[src/rtl/shift_sequencer.sv]
`default_nettype none
// ============================================================================
// Module   : shift_sequencer
// Purpose  : Multi-cycle 32-bit SLL/SRL/SRA/ROR unit that executes one
//            power-of-two stage (16, 8, 4, 2, 1) per RUN cycle.
// Revision : 1.0
// ============================================================================
module shift_sequencer #(
  parameter int SKIP_ZERO = 0
) (
  input  logic        clock,
  input  logic        reset,
  input  logic        in_valid,
  output logic        in_ready,
  input  logic [31:0] in_data,
  input  logic [4:0]  in_shamt,
  input  logic [1:0]  in_op,
  output logic        out_valid,
  input  logic        out_ready,
  output logic [31:0] out_data,
  output logic        busy
);

  typedef enum logic [1:0] {
    S_IDLE = 2'd0,
    S_RUN  = 2'd1,
    S_DONE = 2'd2
  } state_t;

  localparam logic [1:0] c_OP_SLL = 2'd0;
  localparam logic [1:0] c_OP_SRL = 2'd1;
  localparam logic [1:0] c_OP_SRA = 2'd2;

  state_t      r_state;
  state_t      w_next;
  logic [31:0] r_data;
  logic [4:0]  r_shamt;
  logic [1:0]  r_op;
  logic        w_accept;
  logic        w_last;
  logic [2:0]  w_stage;
  logic [4:0]  w_amt;
  logic [31:0] w_shifted;

  function automatic logic [2:0] f_msb(input logic [4:0] m);
    f_msb = 3'd0;
    for (int i = 0; i < 5; i++) begin
      if (m[i]) f_msb = 3'(i);
    end
  endfunction

  assign w_accept = in_valid && (r_state == S_IDLE);

  // r_shamt loses each bit as its stage executes, so in skip mode the
  // highest remaining bit is always the next stage to visit.
  generate
    if (SKIP_ZERO != 0) begin : g_skip
      assign w_stage = f_msb(r_shamt);
      assign w_last  = ((r_shamt & ~(5'd1 << w_stage)) == 5'd0);
    end else begin : g_noskip
      logic [2:0] r_stage;
      always_ff @(posedge clock) begin
        if (reset) begin
          r_stage <= 3'd4;
        end else if (w_accept) begin
          r_stage <= 3'd4;
        end else if (r_state == S_RUN) begin
          r_stage <= r_stage - 3'd1;
        end
      end
      assign w_stage = r_stage;
      assign w_last  = (r_stage == 3'd0);
    end
  endgenerate

  assign w_amt = r_shamt[w_stage] ? (5'd1 << w_stage) : 5'd0;

  always_comb begin
    w_shifted = r_data;
    case (r_op)
      c_OP_SLL: w_shifted = r_data << w_amt;
      c_OP_SRL: w_shifted = r_data >> w_amt;
      c_OP_SRA: w_shifted = $signed(r_data) >>> w_amt;
      default:  w_shifted = (r_data >> w_amt) | (r_data << (6'd32 - {1'b0, w_amt}));
    endcase
  end

  always_ff @(posedge clock) begin
    if (reset) begin
      r_state <= S_IDLE;
    end else begin
      r_state <= w_next;
    end
  end

  always_comb begin
    w_next    = r_state;
    in_ready  = 1'b0;
    out_valid = 1'b0;
    busy      = 1'b0;
    out_data  = 32'd0;
    case (r_state)
      S_IDLE: begin
        in_ready = 1'b1;
        if (in_valid) begin
          w_next = ((SKIP_ZERO != 0) && (in_shamt == 5'd0)) ? S_DONE : S_RUN;
        end
      end
      S_RUN: begin
        busy = 1'b1;
        if (w_last) w_next = S_DONE;
      end
      S_DONE: begin
        busy      = 1'b1;
        out_valid = 1'b1;
        out_data  = r_data;
        if (out_ready) w_next = S_IDLE;
      end
      default: w_next = S_IDLE;
    endcase
  end

  always_ff @(posedge clock) begin
    if (reset) begin
      r_data  <= 32'd0;
      r_shamt <= 5'd0;
      r_op    <= 2'd0;
    end else if (w_accept) begin
      r_data  <= in_data;
      r_shamt <= in_shamt;
      r_op    <= in_op;
    end else if (r_state == S_RUN) begin
      r_data  <= w_shifted;
      r_shamt <= r_shamt & ~(5'd1 << w_stage);
    end
  end

endmodule
`default_nettype wire

[config.mk]
export PLATFORM = sky130hd
export DESIGN_NAME = shift_sequencer
export DESIGN_NICKNAME = d
export VERILOG_FILES = /design/src/rtl/shift_sequencer.sv
export SDC_FILE = /design/constraint.sdc
export NUM_CORES = 1
export LEC_CHECK = 0
export CORE_UTILIZATION = 45
export DETAILED_ROUTE_END_ITERATION = 6
export PLACE_DENSITY = 0.65
export REMOVE_ABC_BUFFERS = 1
export SLEW_MARGIN = 30
export SYNTH_ARGS = -nofsm -noshare
export SYNTH_HDL_FRONTEND = slang
export SYNTH_SLANG_ARGS = --single-unit
[constraint.sdc]
create_clock -name clock -period 5 [get_ports clock]
set_clock_uncertainty 0.1 [all_clocks]
set_input_delay 0.5 -clock clock [delete_from_list [all_inputs] [get_ports clock]]
set_output_delay 0.5 -clock clock [all_outputs]
set_load 0.005 [all_outputs]
# After elaboration in Yosys (flattened, before gate mapping)
# Cells that the tools add are included.
# totals
regBits	44
input_bits	43
out_inout_bits	35
elab_cells	47
# op_classes
addsub	2
n_lt_le_gt_ge	1
n_eq_ne	7
shifts	5
mux	16
bitwise	3
n_reduce_logical	8
# ops
cell	n
$mux 32	3
$pmux 32 s3	1
$or 32x32->32	1
$shl 32x5->32	1
$shl 32x6->32	1
$shr 32x5->32	1
$sshr 32x5->32	1
$mux 5	3
$mux 2	3
$ne 2x2->1 const B	3
$pmux 2 s3	1
$sub 6x5->6 const A	1
$and 5x5->5	1
$not 5->5	1
$shl 1x3->5 const A	1
$eq 2x1->1 const B	2
$eq 2x2->1 const B	2
$logic_not 2->1	2
$lt 3x4->1 const B	1
$mux 1	4
$reduce_or 2->1	2
$bmux 1 s3	1
$logic_not 3->1	1
$reduce_and 3->1	1
other kinds (3)	3

# Depth between registers and ports, before layout
# logic_depth
word_depth	9
mapped_depth	22
mapped_depth_nobuf	14

# Worst setup path after synthesis
# OpenSTA, ideal clock, no wires.
# synth_path
kind	register -> register
start	register g_noskip.r_stage[1]
end	register r_data[13]
setup_time_ns	0.124
arrival_time_ns	4.193
required_ns	4.776
setup_slack_ns	0.583
path_stages_with_launch	22
path_buffers	8
synth_period_minus_slack_ns	4.417
path_cell_list	dfxtp_1 > buf_2 > inv_1 > ha_1 > buf_4 > or3b_1 > o22ai_4 > inv_2 > buf_6 > buf_6 > buf_6 > buf_2 > ha_1 > xnor2_1 > buf_2 > buf_2 > mux2i_1 > mux2i_1 > a21oi_1 > mux2i_1 > a221oi_1 > a21oi_1
# synth_via
elab_chain_len	9
word_cells_on_any_way	13
cone_classes	1 x add/sub; 5 x shift; 6 x mux; 1 x bitwise
# synth_lines
element	line	source
from (decl)	61	logic [2:0] r_stage;
from (signal assigned)	68	r_stage <= r_stage - 3'd1;
$bmux 1 s3	76	assign w_amt = r_shamt[w_stage] ? (5'd1 << w_stage) : 5'd0;
$mux 1 (not written as such)	76	
$mux 5 *	76	
$sub 6x5->6	84	default: w_shifted = (r_data >> w_amt) | (r_data << (6'd32 - {1'b0, w_amt}));
$shl 32x6->32	84	
$or 32x32->32	84	
$pmux 32 s3 *	80	case (r_op)
$mux 32 *	132	end else if (r_state == S_RUN) begin
$mux 32 *	128	end else if (w_accept) begin
to (signal assigned)	129	r_data <= in_data;
to (signal assigned)	133	r_data <= w_shifted;
to (decl)	36	logic [31:0] r_data;
# Every way passes the cells marked *; elsewhere a longest branch is shown, timed or not. The select of a mux whose other input is x is not followed.
# A chain may end at the register's enable or synchronous reset.

# Worst setup path in the final report
# layout_path
start	register g_noskip.r_stage[1]
end	register r_data[20]
# The elaborated chain is that of the path after synthesis.

==> results.py <==
metrics = {
    "finish": {
        "instances_no_fill": 1414,
        "n_antenna_cell": 0,
        "nets": 1240,
        "drive_gt1_share_pct": 9.59,
        "area_growth_syn_to_layout_pct": 14.0,
        "design_area_um2": 9170,
    },
    "clock_tree": {
        "numCtsBuffers": 5,
        "cts-htree-levels": 2,
        "cts_resized": 0,
        "cts_setup_buffers": 0,
        "clk_pin_slew_ns": 0.09,
        "hold_buffers": 0,
        "cts_max_path_buffers": 2,
        "cts_tree": "built",
        "clock_sinks": 44,
        "clockRootBuffer": "clkbuf_16",
        "clk_latency_ns": 0.33,
    },
    "detailed_routing": {
        "drt_first_pass_iters": 7,
        "num_vias": 10700,
        "wl_um": 46500,
        "drc": 10,
        "postRouteAntennaNets": 0,
        "vias_per_cell": 7.57,
        "drtIter0Drc": 1946,
        "wl_per_cell_um": 32.9,
    },
    "worst_setup_path": {
        "cp_cell_sequence": "inv_1 -> ha_1 -> or3b_1 -> o22ai_4 -> clkinv_2 -> ha_1 -> xnor2_2 -> buf_4 -> mux2_2 -> mux2_2 -> mux2i_1 -> a31oi_1 -> a221oi_1",
        "cp_max_fo": 20,
        "worstSetupPathDepth": 13,
        "r2r-start": "g_noskip.r_stage[1]",
        "reg2reg_to": "r_data[20]",
        "cp.required_ns": 5.12,
        "start_kind": "flop",
        "slowest_delay_ns": 0.76,
        "r2r_cells": 13,
        "critPathTopFamily": "multiplexers",
        "critPathBufInv": 3,
        "regToRegSetupSlack_ns": 0.29,
        "path_class": "reg2reg",
        "critPathArrivalTime_ns": 4.82,
        "end_kind": "flop",
        "cpMaxStageDelayCell": "xnor2_2",
    },
    "grt": {
        "antenna_found_initial": 0,
        "grt_pass1_wl_um": 67400,
        "use_met2_pct": 73.0,
        "grt-ovfl-total": 0,
        "grt_start_max_net_pins": 75,
        "grt-busiest-layer": "met2",
        "grt_pass1_vias": 10100,
        "gr-usage-met1_pct": 63.1,
        "grtUsageMet3_pct": 19.2,
        "track_usage_pct": 50.7,
    },
    "pwr": {
        "p_leak_uw": 0.00364,
        "power_density_nw_per_um2": 323,
        "ir_worst_vdd_mv": 0.348,
    },
    "run_status": {
        "outcome": "finished with violations",
        "violations": "design-rule violations",
    },
    "timing": {
        "post-route-min-period_ns": 4.71,
        "period_share_pct": 94.1,
        "worst_slew_pin_slew_ns": 1.12,
        "finalSetupTns_ns": 0,
        "fmax_ghz": 0.213,
        "finalMaxSlewViolations": 0,
        "rsz0062_at_grt": "no",
        "hold_violations": 0,
        "holdWs_ns": 0.389,
        "setup_ws_ns": 0.295,
        "relSlewSlack_pct": 24.8,
        "setup_viol": 0,
    },
    "flow_run": {
        "drv_cap": 0,
    },
    "yosys": {
        "async_reset_ff_share_pct": 0,
        "avgSynthCellArea_um2": 6.90,
        "ys.flop_type": "dfxtp_1",
        "synth_area_um2": 8050,
        "yosysSeqAreaShare_pct": 10.9,
        "synth_edf_count": 0,
        "ys_types": 84,
        "syn_inst": 1166,
        "ys_ff_latch": 44,
        "ys_warn_count": 0,
    },
    "min_path": {
        "hp-class": "reg2reg",
        "whs_path_depth": 2,
        "hold_start": "r_shamt[3]",
        "min_to": "r_shamt[3]",
    },
    "floorplan": {
        "die_area_um2": 18400,
        "die_h_um": 136,
        "io_pins": 78,
        "core.rowCount": 48,
        "core-area_um2": 17400,
        "die_w_um": 136,
        "start_util_pct": 46.4,
    },
    "placed_design": {
        "preCtsSetupSlack_ns": 0.456,
        "numPlacedInstances": 1406,
        "place_hpwl_um": 31800,
        "port_buffers": 77,
        "place_congestion": 1.12,
        "placed_area_um2": 9020,
    },
}
through the flow:
step,power (µW),util [%]
final,2960,52.9
after global routing,3020,52.9
after CTS,2800,52.9
after detailed placement,2410,52.0
after global placement,2420,52.0
after floorplan,1640,-
synth_stat cells, drive strengths merged, types with 4 or more instances:
library cell	number	area [µm²]
inv	18	67.6
nand3	36	180
a221oi	22	205
o21ai	76	380
a31oi	22	138
o211ai	21	163
o21a	6	45.0
a22oi	8	65.1
a21boi	6	45.0
mux2	19	218
nor3	23	115
a211oi	18	140
nand2b	4	25.0
a2111oi	6	52.6
o221ai	21	190
nand2	150	563
ha	9	113
and2	30	188
and3	12	75.1
xnor2	5	51.3
a221o	4	40.0
dfxtp	44	881
nand4	8	50.1
a211o	4	35.0
buf	50	282
mux2i	156	1600
a311oi	8	70.1
or3	14	87.6
a311o	5	50.1
a21oi	84	420
o22ai	17	120
a32oi	6	52.6
a21o	4	30.0
nor2	111	417
clkbuf	69	259
o2bb2ai	4	35.0
a22o	8	70.1
nor4	7	50.1
worst register-to-register path, stage by stage (launching register included):
cell,delay [ns]
dfxtp_1,0.50
inv_1,0.18
ha_1,0.37
or3b_1,0.43
o22ai_4,0.18
clkinv_2,0.11
ha_1,0.30
xnor2_2,0.76
buf_4,0.43
mux2_2,0.43
mux2_2,0.29
mux2i_1,0.13
a31oi_1,0.10
a221oi_1,0.28
kinds of logic after synthesis:
family / Yosys count / synth area share [%]
buffers and inverters: 140 / 7.69
AO/OA/AOI/OAI: 380 / 32.7
adder cells (fa/ha/maj): 9 / 1.40
multiplexers: 178 / 23.4
AND/OR/NAND/NOR: 410 / 23.2
flip-flops: 44 / 10.9
XOR/XNOR: 5 / 0.637
worst max-delay path by stage:
stage / start / end / slack [ns]
finish: g_noskip.r_stage[1] / r_data[20] / 0.29
global route: g_noskip.r_stage[1] / r_data[13] / 0.08
CTS: g_noskip.r_stage[1] / r_data[20] / 0.43
detailed placement: g_noskip.r_stage[1] / r_data[30] / 0.46
global placement: g_noskip.r_stage[1] / r_data[20] / 0.61
floorplan: g_noskip.r_stage[0] / r_data[30] / -2.93
cells in the final DEF, fill, tap and decap left out, types with 7 or more instances in the layout:
cell / instances
mux2i_1: 150
o211ai_1: 20
o221ai_1: 20
dfxtp_1: 44
ha_1: 9
nor3_1: 23
a22o_1: 7
or3_1: 14
o21ai_0: 64
buf_4: 56
o22ai_1: 16
a311oi_1: 8
clkdlybuf4s50_1: 76
nand3_1: 36
and3_1: 12
a221oi_1: 20
a22oi_1: 7
nand4_1: 8
and2_1: 29
mux2_2: 17
a21oi_1: 84
o21ai_1: 12
inv_1: 16
nor2_1: 110
a31oi_1: 22
nand2_1: 149
a211oi_1: 17
registers in the layout (all words and copies together), names as in the netlist:
register / count
r_data: 32
g_noskip.r_stage: 3
r_state: 2
r_shamt: 5
r_op: 2
per-layer routing:
metal  up-vias  routed length [µm]
met5         -                   0
met4         0                3460
met3       292                7210
met2      1089               18700
met1      4895               17100
li1       4435                   -
power by group:
group          switching, µW  internal, µW  total (µW)
Sequential               231           421         652
Combinational           1260           644        1910
Clock                    207           192         398
cell type report:
type	count	area [µm²]
timing repair buffer	134	1210
inverter	21	80.1
tap	225	282
multi-input combinational	982	6570
sequential	44	881
clock buffer	5	125
clock inverter	3	26.3
fill	1768	8180
Note: power is estimated with default switching activity, not from simulation.
